File: src/rtl/accel_seq_if.sv
// Request, bus-arbitration, ack and completion-queue signals of the accelerator sequencer.
// The master modport is the environment side; the slave modport is the sequencer.
interface accel_seq_if #(
  parameter int ADDRW  = 24,
  parameter int NUM_RD = 2
);
  localparam int RW = (NUM_RD + 1) * ADDRW + 2;

  logic              req_valid;
  logic [RW-1:0]     req_data;
  logic              ready_req_out;
  logic              arb_req;
  logic              arb_grant;
  logic [2:0]        ack_in;
  logic [ADDRW+7:0]  data_out;
  logic              compq_ready_in;
  logic              valid_compq_out;
  logic [ADDRW:0]    compq_data_out;

  modport master (
    output req_valid, req_data, arb_grant, ack_in, compq_ready_in,
    input  ready_req_out, arb_req, data_out, valid_compq_out, compq_data_out
  );

  modport slave (
    input  req_valid, req_data, arb_grant, ack_in, compq_ready_in,
    output ready_req_out, arb_req, data_out, valid_compq_out, compq_data_out
  );
endinterface

File: src/rtl/accel_seq_fsm.sv
// Sequences one accelerator job: NUM_RD memory reads, an accelerator op, a memory write,
// then posts {err, dst} to the completion queue. Every ack wait has an optional timeout.
module accel_seq_fsm #(
  parameter int         ADDRW       = 24,
  parameter logic [1:0] ACCEL_ID    = 2'b01,
  parameter logic [1:0] MEM_ID      = 2'b00,
  parameter int         NUM_RD      = 2,
  parameter int         ACK_TIMEOUT = 255
) (
  input logic         clk,
  input logic         rst_n,
  accel_seq_if.slave  bus
);
  localparam int RW = (NUM_RD + 1) * ADDRW + 2;
  localparam int TW = $clog2(ACK_TIMEOUT + 2);
  localparam logic [TW-1:0] TMO_LAST = TW'((ACK_TIMEOUT > 0) ? ACK_TIMEOUT - 1 : 0);

  typedef enum logic [2:0] {
    IDLE, RD_REQ, RD_WAIT, OP_REQ, OP_WAIT, WR_REQ, WR_WAIT, DONE
  } state_t;

  state_t          state_reg, state_next;
  logic [RW-1:0]   req_reg, req_next;
  logic [1:0]      rd_idx_reg, rd_idx_next;
  logic [TW-1:0]   tmo_cnt_reg, tmo_cnt_next;
  logic            err_reg, err_next;

  logic [ADDRW-1:0] src [4];
  logic [ADDRW-1:0] dst;
  logic             mode;
  logic             ack_mem, ack_accel, tmo_hit, in_wait;

  // Four source slots so a 2-bit rd_idx always indexes in range; unused slots read zero.
  for (genvar gi = 0; gi < 4; gi++) begin : g_src
    if (gi < NUM_RD) begin : g_used
      assign src[gi] = req_reg[(gi+2)*ADDRW-1 -: ADDRW];
    end else begin : g_unused
      assign src[gi] = '0;
    end
  end

  assign dst       = req_reg[ADDRW-1:0];
  assign mode      = req_reg[RW-2];
  assign ack_mem   = (bus.ack_in == {1'b1, MEM_ID});
  assign ack_accel = (bus.ack_in == {1'b1, ACCEL_ID});
  assign tmo_hit   = (ACK_TIMEOUT != 0) && (tmo_cnt_reg == TMO_LAST);
  assign in_wait   = (state_reg == RD_WAIT) || (state_reg == OP_WAIT) || (state_reg == WR_WAIT);

  always_ff @(posedge clk or negedge rst_n) begin
    if (!rst_n) begin
      state_reg   <= IDLE;
      req_reg     <= '0;
      rd_idx_reg  <= '0;
      tmo_cnt_reg <= '0;
      err_reg     <= 1'b0;
    end else begin
      state_reg   <= state_next;
      req_reg     <= req_next;
      rd_idx_reg  <= rd_idx_next;
      tmo_cnt_reg <= tmo_cnt_next;
      err_reg     <= err_next;
    end
  end

  always_comb begin
    state_next          = state_reg;
    req_next            = req_reg;
    rd_idx_next         = rd_idx_reg;
    err_next            = err_reg;
    bus.ready_req_out   = 1'b0;
    bus.arb_req         = 1'b0;
    bus.data_out        = '0;
    bus.valid_compq_out = 1'b0;
    bus.compq_data_out  = '0;

    case (state_reg)
      IDLE: begin
        bus.ready_req_out = 1'b1;
        if (bus.req_valid) begin
          req_next    = bus.req_data;
          rd_idx_next = '0;
          err_next    = 1'b0;
          state_next  = RD_REQ;
        end
      end
      RD_REQ, RD_WAIT: begin
        bus.data_out = {src[rd_idx_reg], 2'b00, ACCEL_ID, MEM_ID, 2'b01};
        if (state_reg == RD_REQ) begin
          bus.arb_req = 1'b1;
          if (bus.arb_grant) state_next = RD_WAIT;
        end else if (ack_mem) begin
          if (rd_idx_reg < 2'(NUM_RD - 1)) begin
            rd_idx_next = rd_idx_reg + 2'd1;
            state_next  = RD_REQ;
          end else begin
            state_next  = OP_REQ;
          end
        end else if (tmo_hit) begin
          err_next   = 1'b1;
          state_next = DONE;
        end
      end
      OP_REQ, OP_WAIT: begin
        bus.data_out = {{ADDRW{1'b0}}, mode, 1'b0, ACCEL_ID, 4'b0011};
        if (state_reg == OP_REQ) begin
          bus.arb_req = 1'b1;
          if (bus.arb_grant) state_next = OP_WAIT;
        end else if (ack_accel) begin
          state_next = WR_REQ;
        end else if (tmo_hit) begin
          err_next   = 1'b1;
          state_next = DONE;
        end
      end
      WR_REQ, WR_WAIT: begin
        bus.data_out = {dst, 2'b00, MEM_ID, ACCEL_ID, 2'b10};
        if (state_reg == WR_REQ) begin
          bus.arb_req = 1'b1;
          if (bus.arb_grant) state_next = WR_WAIT;
        end else if (ack_mem) begin
          state_next = DONE;
        end else if (tmo_hit) begin
          err_next   = 1'b1;
          state_next = DONE;
        end
      end
      DONE: begin
        bus.valid_compq_out = 1'b1;
        bus.compq_data_out  = {err_reg, dst};
        if (bus.compq_ready_in) state_next = IDLE;
      end
      default: state_next = IDLE;
    endcase
  end

  // Counter restarts whenever a wait state is entered, counts only while staying in it.
  always_comb begin
    tmo_cnt_next = '0;
    if (in_wait && (state_next == state_reg)) tmo_cnt_next = tmo_cnt_reg + 1'b1;
  end
endmodule
File: src/flat_wrapper.sv
// flat-port wrapper written by rule: the top's interface ports become plain ports
module accel_seq_fsm_flat 
#(
  parameter int         ADDRW       = 24,
  parameter logic [1:0] ACCEL_ID    = 2'b01,
  parameter logic [1:0] MEM_ID      = 2'b00,
  parameter int         NUM_RD      = 2,
  parameter int         ACK_TIMEOUT = 255
)
  (clk, rst_n, bus_req_valid, bus_req_data, bus_arb_grant, bus_ack_in, bus_compq_ready_in, bus_ready_req_out, bus_arb_req, bus_data_out, bus_valid_compq_out, bus_compq_data_out);
  accel_seq_if #(.ADDRW(ADDRW), .NUM_RD(NUM_RD)) bus_i ();
  input logic clk;
  input logic rst_n;
  input wire logic [$bits(bus_i.req_valid)-1:0] bus_req_valid;
  input wire logic [$bits(bus_i.req_data)-1:0] bus_req_data;
  input wire logic [$bits(bus_i.arb_grant)-1:0] bus_arb_grant;
  input wire logic [$bits(bus_i.ack_in)-1:0] bus_ack_in;
  input wire logic [$bits(bus_i.compq_ready_in)-1:0] bus_compq_ready_in;
  output wire logic [$bits(bus_i.ready_req_out)-1:0] bus_ready_req_out;
  output wire logic [$bits(bus_i.arb_req)-1:0] bus_arb_req;
  output wire logic [$bits(bus_i.data_out)-1:0] bus_data_out;
  output wire logic [$bits(bus_i.valid_compq_out)-1:0] bus_valid_compq_out;
  output wire logic [$bits(bus_i.compq_data_out)-1:0] bus_compq_data_out;
  assign bus_i.req_valid = bus_req_valid;
  assign bus_i.req_data = bus_req_data;
  assign bus_i.arb_grant = bus_arb_grant;
  assign bus_i.ack_in = bus_ack_in;
  assign bus_i.compq_ready_in = bus_compq_ready_in;
  assign bus_ready_req_out = bus_i.ready_req_out;
  assign bus_arb_req = bus_i.arb_req;
  assign bus_data_out = bus_i.data_out;
  assign bus_valid_compq_out = bus_i.valid_compq_out;
  assign bus_compq_data_out = bus_i.compq_data_out;
  accel_seq_fsm #(.ADDRW(ADDRW), .ACCEL_ID(ACCEL_ID), .MEM_ID(MEM_ID), .NUM_RD(NUM_RD), .ACK_TIMEOUT(ACK_TIMEOUT)) u_core (.clk(clk), .rst_n(rst_n), .bus(bus_i));
endmodule
File: config.mk
export PLATFORM = sky130hd
export DESIGN_NAME = accel_seq_fsm_flat
export DESIGN_NICKNAME = d
export VERILOG_FILES = /design/src/rtl/accel_seq_if.sv /design/src/rtl/accel_seq_fsm.sv /design/src/flat_wrapper.sv
export SDC_FILE = /design/constraint.sdc
export NUM_CORES = 1
export LEC_CHECK = 0
export CAP_MARGIN = 20
export CORE_ASPECT_RATIO = 1.2
export CORE_MARGIN = 10
export CORE_UTILIZATION = 41
export DETAILED_ROUTE_END_ITERATION = 10
export PLACE_DENSITY = 0.74
export SETUP_SLACK_MARGIN = 0.15
export SLEW_MARGIN = 10
export SYNTH_ARGS = -nofsm -noshare
export SYNTH_HDL_FRONTEND = slang
export SYNTH_SLANG_ARGS = --single-unit
File: constraint.sdc
create_clock -name clk -period 1.5 [get_ports clk]
set_input_delay 0.15 -clock clk [delete_from_list [all_inputs] [get_ports clk]]
set_output_delay 0.15 -clock clk [all_outputs]
set_load 0.05 [all_outputs]
; Word-level counts from Yosys, hierarchy flattened
; Index checks and enable logic that the tools add are counted.
[classes]
add_sub_neg = 2
n_mul = 0
div = 0
n_lt_le_gt_ge = 2
eq_ne = 18
shifts = 0
mux = 39
bitwise = 1
reduce_logical = 12
[op_table]
columns = op, count
row1 = 32-bit one-hot mux with 3 select lines, 1
row2 = 24-bit binary-select mux with 2-bit select, 1
row3 = 24-bit 2-to-1 mux, 2
row4 = 3-bit 2-to-1 mux, 12
row5 = 25-bit 2-to-1 mux, 1
row6 = "3-bit equality test, second input constant", 6
row7 = 3-bit one-hot mux with 5 select lines, 1
row8 = 1-bit 2-to-1 mux, 12
row9 = 2-bit 2-to-1 mux, 5
row10 = "2-bit inequality test, second input constant", 5
row11 = "9-bit by 1-bit adder with 9-bit output, second input constant", 1
row12 = "9-bit by 8-bit equality test with 1-bit output, second input constant", 1
row13 = 9-bit 2-to-1 mux, 1
row14 = "3-bit by 2-bit equality test with 1-bit output, second input constant", 2
row15 = 6-bit AND reduction, 1
row16 = 2-bit OR reduction, 3
row17 = 5-bit AND reduction, 1
row18 = "2-bit by 1-bit inequality test with 1-bit output, second input constant", 2
row19 = 1-bit one-hot mux with 4 select lines, 1
row20 = 2-bit one-hot mux with 2 select lines, 1
row21 = 4-bit nonzero test, 1
row22 = "3-bit by 1-bit equality test with 1-bit output, second input constant", 1
row23 = 3-bit equality test, 1
row24 = "3-bit >= comparator, second input constant", 1
row25 = 9 further kinds, 10
[word_totals]
regBits = 88
latchBits = 0
ramBits = 0
romBits = 0
inputBits = 82
output_inout_bits = 60
elab_cells = 79
n_memories = 0

; Longest topological paths before layout
[logic_depth]
ltp_word = 8
ltp_mapped = 7
ltp_nobuf = 6

; Worst setup path before layout
; No wires, ideal clock.
[synth_path]
path_kind = register -> output
start = register u_core.state_reg[0]
end = output bus_data_out[10]
t_arrival_ps = 2045
t_required_ps = 1350
path_slack_ps = -695
path_stages_with_launch = 6
path_buffers = 2
cell_sequence = dfrtp_1 > buf_2 > xor2_1 > nand2_1 > clkbuf_1 > o21ai_0
[synth_between]
elab_chain_len = 3
word_cells_on_any_way = 10
cone_classes = eq/ne: 6 / mux: 1 / reduce/logical: 3
[synth_lines]
columns = item, line_no
row1 = from (decl), accel_seq_fsm.sv:22  ; state_t state_reg, state_next;
row2 = from (signal assigned), accel_seq_fsm.sv:57  ; state_reg <= state_next;
row3 = "3-bit equality test, or another cell as far along", accel_seq_fsm.sv:76  ; case (state_reg)
row4 = 2-bit OR reduction, accel_seq_fsm.sv:76
row5 = 32-bit one-hot mux with 3 select lines (*), accel_seq_fsm.sv:76
row6 = to (decl), flat_wrapper.sv:21  ; output wire logic [$bits(bus_i.data_out)-1:0] bus_data_out;
; Every way passes the cells marked *; elsewhere a longest branch is shown, timed or not.

; Worst setup path in the final report
[layout_path]
start = register u_core.state_reg[0]
end = output bus_data_out[23]
; Same word-level chain as after synthesis.

==> flow_summary.toml <==
[timing]
setup_viol = 142
setup_ws_ns = -0.4240
fmax_mhz = 519.7
tightestPinTransition_ns = 0.6058
grt_setup_unrepaired = "yes"
final-hold-violation-count = 0
setup_tns_ns = -48.28
maxSlewViolCount = 0
slew_headroom_pct = 59.44
period_minus_slack_ns = 1.924
worst_hold_slack_ns = 0.2775
min_period_over_period_pct = 128.3
skew_ns = 0.01155

[drt]
ant_nets = 0
viasPerCell = 5.143
vias = 3965
wl_per_cell_um = 23.04
drt-initial-drc-count = 268
drtPass1Iterations = 4
drt-total-wl_um = 17760
drc = 0

[finish]
nNetsFinal = 693
final_cell_mix = "84 x dfrtp_1, 79 x clkdlybuf4s50_1, 76 x buf_12"
final_util_pct = 80.33
n_fill_cell = 589
layout-drive-gt1-share_pct = 60.03
multi_input_area_um2 = 3060
area_delta_synth_final_pct = 94.01
final_common_cell = "dfrtp_1"
largest_reg_flops = 73
seq_area_um2 = 2207

[job]
max-cap-violations = 0

[place]
dp_slack_ns = -0.2146
dpl.hpwl_um = 10580
numPortBuffers = 137
place_congestion = 0.8903

[cts]
numCtsBuffers = 9
insertion_delay_ns = 0.34
cts-root-buf = "clkbuf_16"
clkSlewWorstSetupHoldPaths_ns = 0.07
cts_buffer_depth = 2
cts_tree = "yes"
cts_sinks = 88
cts_max_level = 3

[critical_path]
cp_max_fo = 6
critPathSlowestCell = "dfrtp_2"
cp_slowest_stage_delay_ns = 0.45
path_cells = "xor2_2, buf_6, nand2_8, buf_12, o21ai_4, buf_12"
startpoint_type = "flip-flop"
path_class = "reg -> out"
worstSetupEndpointType = "primary output"
required_ns = 1.35
critPathArrivalTime_ns = 1.77
path_common_cell = "buf_12"

[synthesis]
synthAdderAreaFrac_pct = 0.7911
synth_top_family_by_area = "multiplexers"
synthFlopType = "dfrtp_1"
synth_largest_type_area_fraction_pct = 46.41
synth_warnings = 0
synthArstFlopShare_pct = 100.0
synth_simple_gate_area_share_pct = 11.79
ys_types = 46
synth.area.top_cells = "dfrtp_1 46%, mux2_4 19%, mux2i_1 5.3%, and2_1 3.6%, mux2_2 3.3%"
ys_ff_latch = 88
synth_compound_area_share_pct = 5.854
synth_edf_count = 0
synth_cells = 381
syn_area_um2 = 4745
synth-seq-area-share_pct = 46.41
synth-xor-area-share_pct = 1.846
synth_mux_area_share_pct = 27.27
yosys.area.top_type = "dfrtp_1"
avgSynthCellArea_um2 = 12.45

[grt]
antenna_found_initial = 1
grt_overflow = 0
grt_pass1_vias = 4316
grt_pass1_wl_um = 25730
grt_max_degree = 36
track_usage_pct = 20.37

[power_and_ir_drop]
internal-power_mw = 12.80
comb_power_share_pct = 68.6
switching_share_pct = 40.73
clkPwrFrac_pct = 10.7
power_density_nw_per_um2 = 2347
ir_worst_vdd_uv = 1446
pwr-share-seq_pct = 20.7
p_sw_mw = 8.798
cellLeakagePower_nw = 4.052

[die]
die_x_um = 118.2
coreArea_um2 = 11460
ios = 142
rows = 43
initial_utilization_pct = 41.40
dieArea_um2 = 16290
die_y_um = 137.8

[min_path]
hold_path_class = "in -> async"

[outcome]
status = "finished with violations"
violations = "setup timing"
synth_stat cells, types with 2 or more instances:
cell      count
mux2_2       14
buf_4         6
nor2b_1       3
buf_2        10
ha_1          3
mux2_4       59
nor3b_1      10
inv_1         7
nand2_1      34
a21oi_1       3
a21o_1        2
mux2i_1      25
nor3_1        3
o21a_1        2
and2_1       27
xnor2_1       7
buf_12        6
nand3_1       4
dfrtp_1      88
clkbuf_1      4
nand4_1       2
nor2_1        9
o21ai_0      27
o32ai_1       2
xor2_1        3
worst max-delay path, delay by kind of cell (launching register included):
| kind | cells | cell delay (ns) |
|---|---|---|
| simple gates | 1 | 0.11 |
| flops | 1 | 0.45 |
| buf+inv | 3 | 0.49 |
| compound gates | 1 | 0.17 |
| xor+xnor | 1 | 0.21 |
cells by family (layout without fill, tap and decap cells):
| logic type | Yosys count | in the layout |
|---|---|---|
| simple gates | 100 | 102 |
| mux | 98 | 98 |
| flops | 88 | 88 |
| compound gates | 46 | 46 |
| buf+inv | 35 | 263 |
| xor+xnor | 10 | 10 |
| fa+ha+maj | 3 | 3 |
| other cells | 1 | 4 |
timing repair:
item,CTS,global route
hold buffers,1,0
buffers inserted,34,8
resized for setup,116,20
endpoints found under the hold margin,24,0
gates cloned,13,4
setup endpoints to repair,145,145
pin swaps,26,10
power by group through the flow:
stage / Combinational [mW] / Clock [mW] / Sequential [mW]
CTS: 14.3 / 2.31 / 4.36
global route: 15.4 / 2.42 / 4.59
global placement: 11.8 / 0 / 4.26
floorplan: 7.82 / 0 / 4.08
detailed placement: 12.0 / 0 / 4.33
finish: 14.8 / 2.31 / 4.48
final timing paths:
kind                                       end  depth (start not counted)                 from  slack (ns)
min                         u_core.req_reg[64]                          2                rst_n        0.28
max in group asynchronous  u_core.state_reg[2]                          3                rst_n        0.66
max                           bus_data_out[23]                          6  u_core.state_reg[0]       -0.42
max reg2reg                 u_core.req_reg[25]                          8  u_core.state_reg[0]       -0.38
min in group clk            u_core.req_reg[19]                          2     bus_req_data[19]        0.42
min reg2reg                 u_core.req_reg[39]                          1   u_core.req_reg[39]        0.51
cell type report:
type | count | area share, %
Antenna cell | 1 | 0.02718
Clock buffer | 14 | 2.868
Clock inverter | 2 | 0.4078
Inverter | 7 | 0.3670
Multi-Input combinational cell | 262 | 33.25
Sequential cell | 88 | 23.98
Tap cell | 157 | 2.134
Timing Repair Buffer | 240 | 36.97
through the flow:
step	total power [mW]	std cells	cell area, um^2
floorplan	11.90	383	5399
global placement	16.09	694	7635
detailed placement	16.36	694	7635
CTS	20.95	758	8955
global route	22.40	771	9205
finish	21.60	771	9205
per-layer routing:
metal,track usage [%],up-vias,routed length (um)
met5,0,-,0
met4,6.190,0,299
met3,5.822,20,967
met2,36.50,130,9686
met1,23.08,2017,6810
li1,-,1798,-
Note: power is estimated with default switching activity, not from simulation.
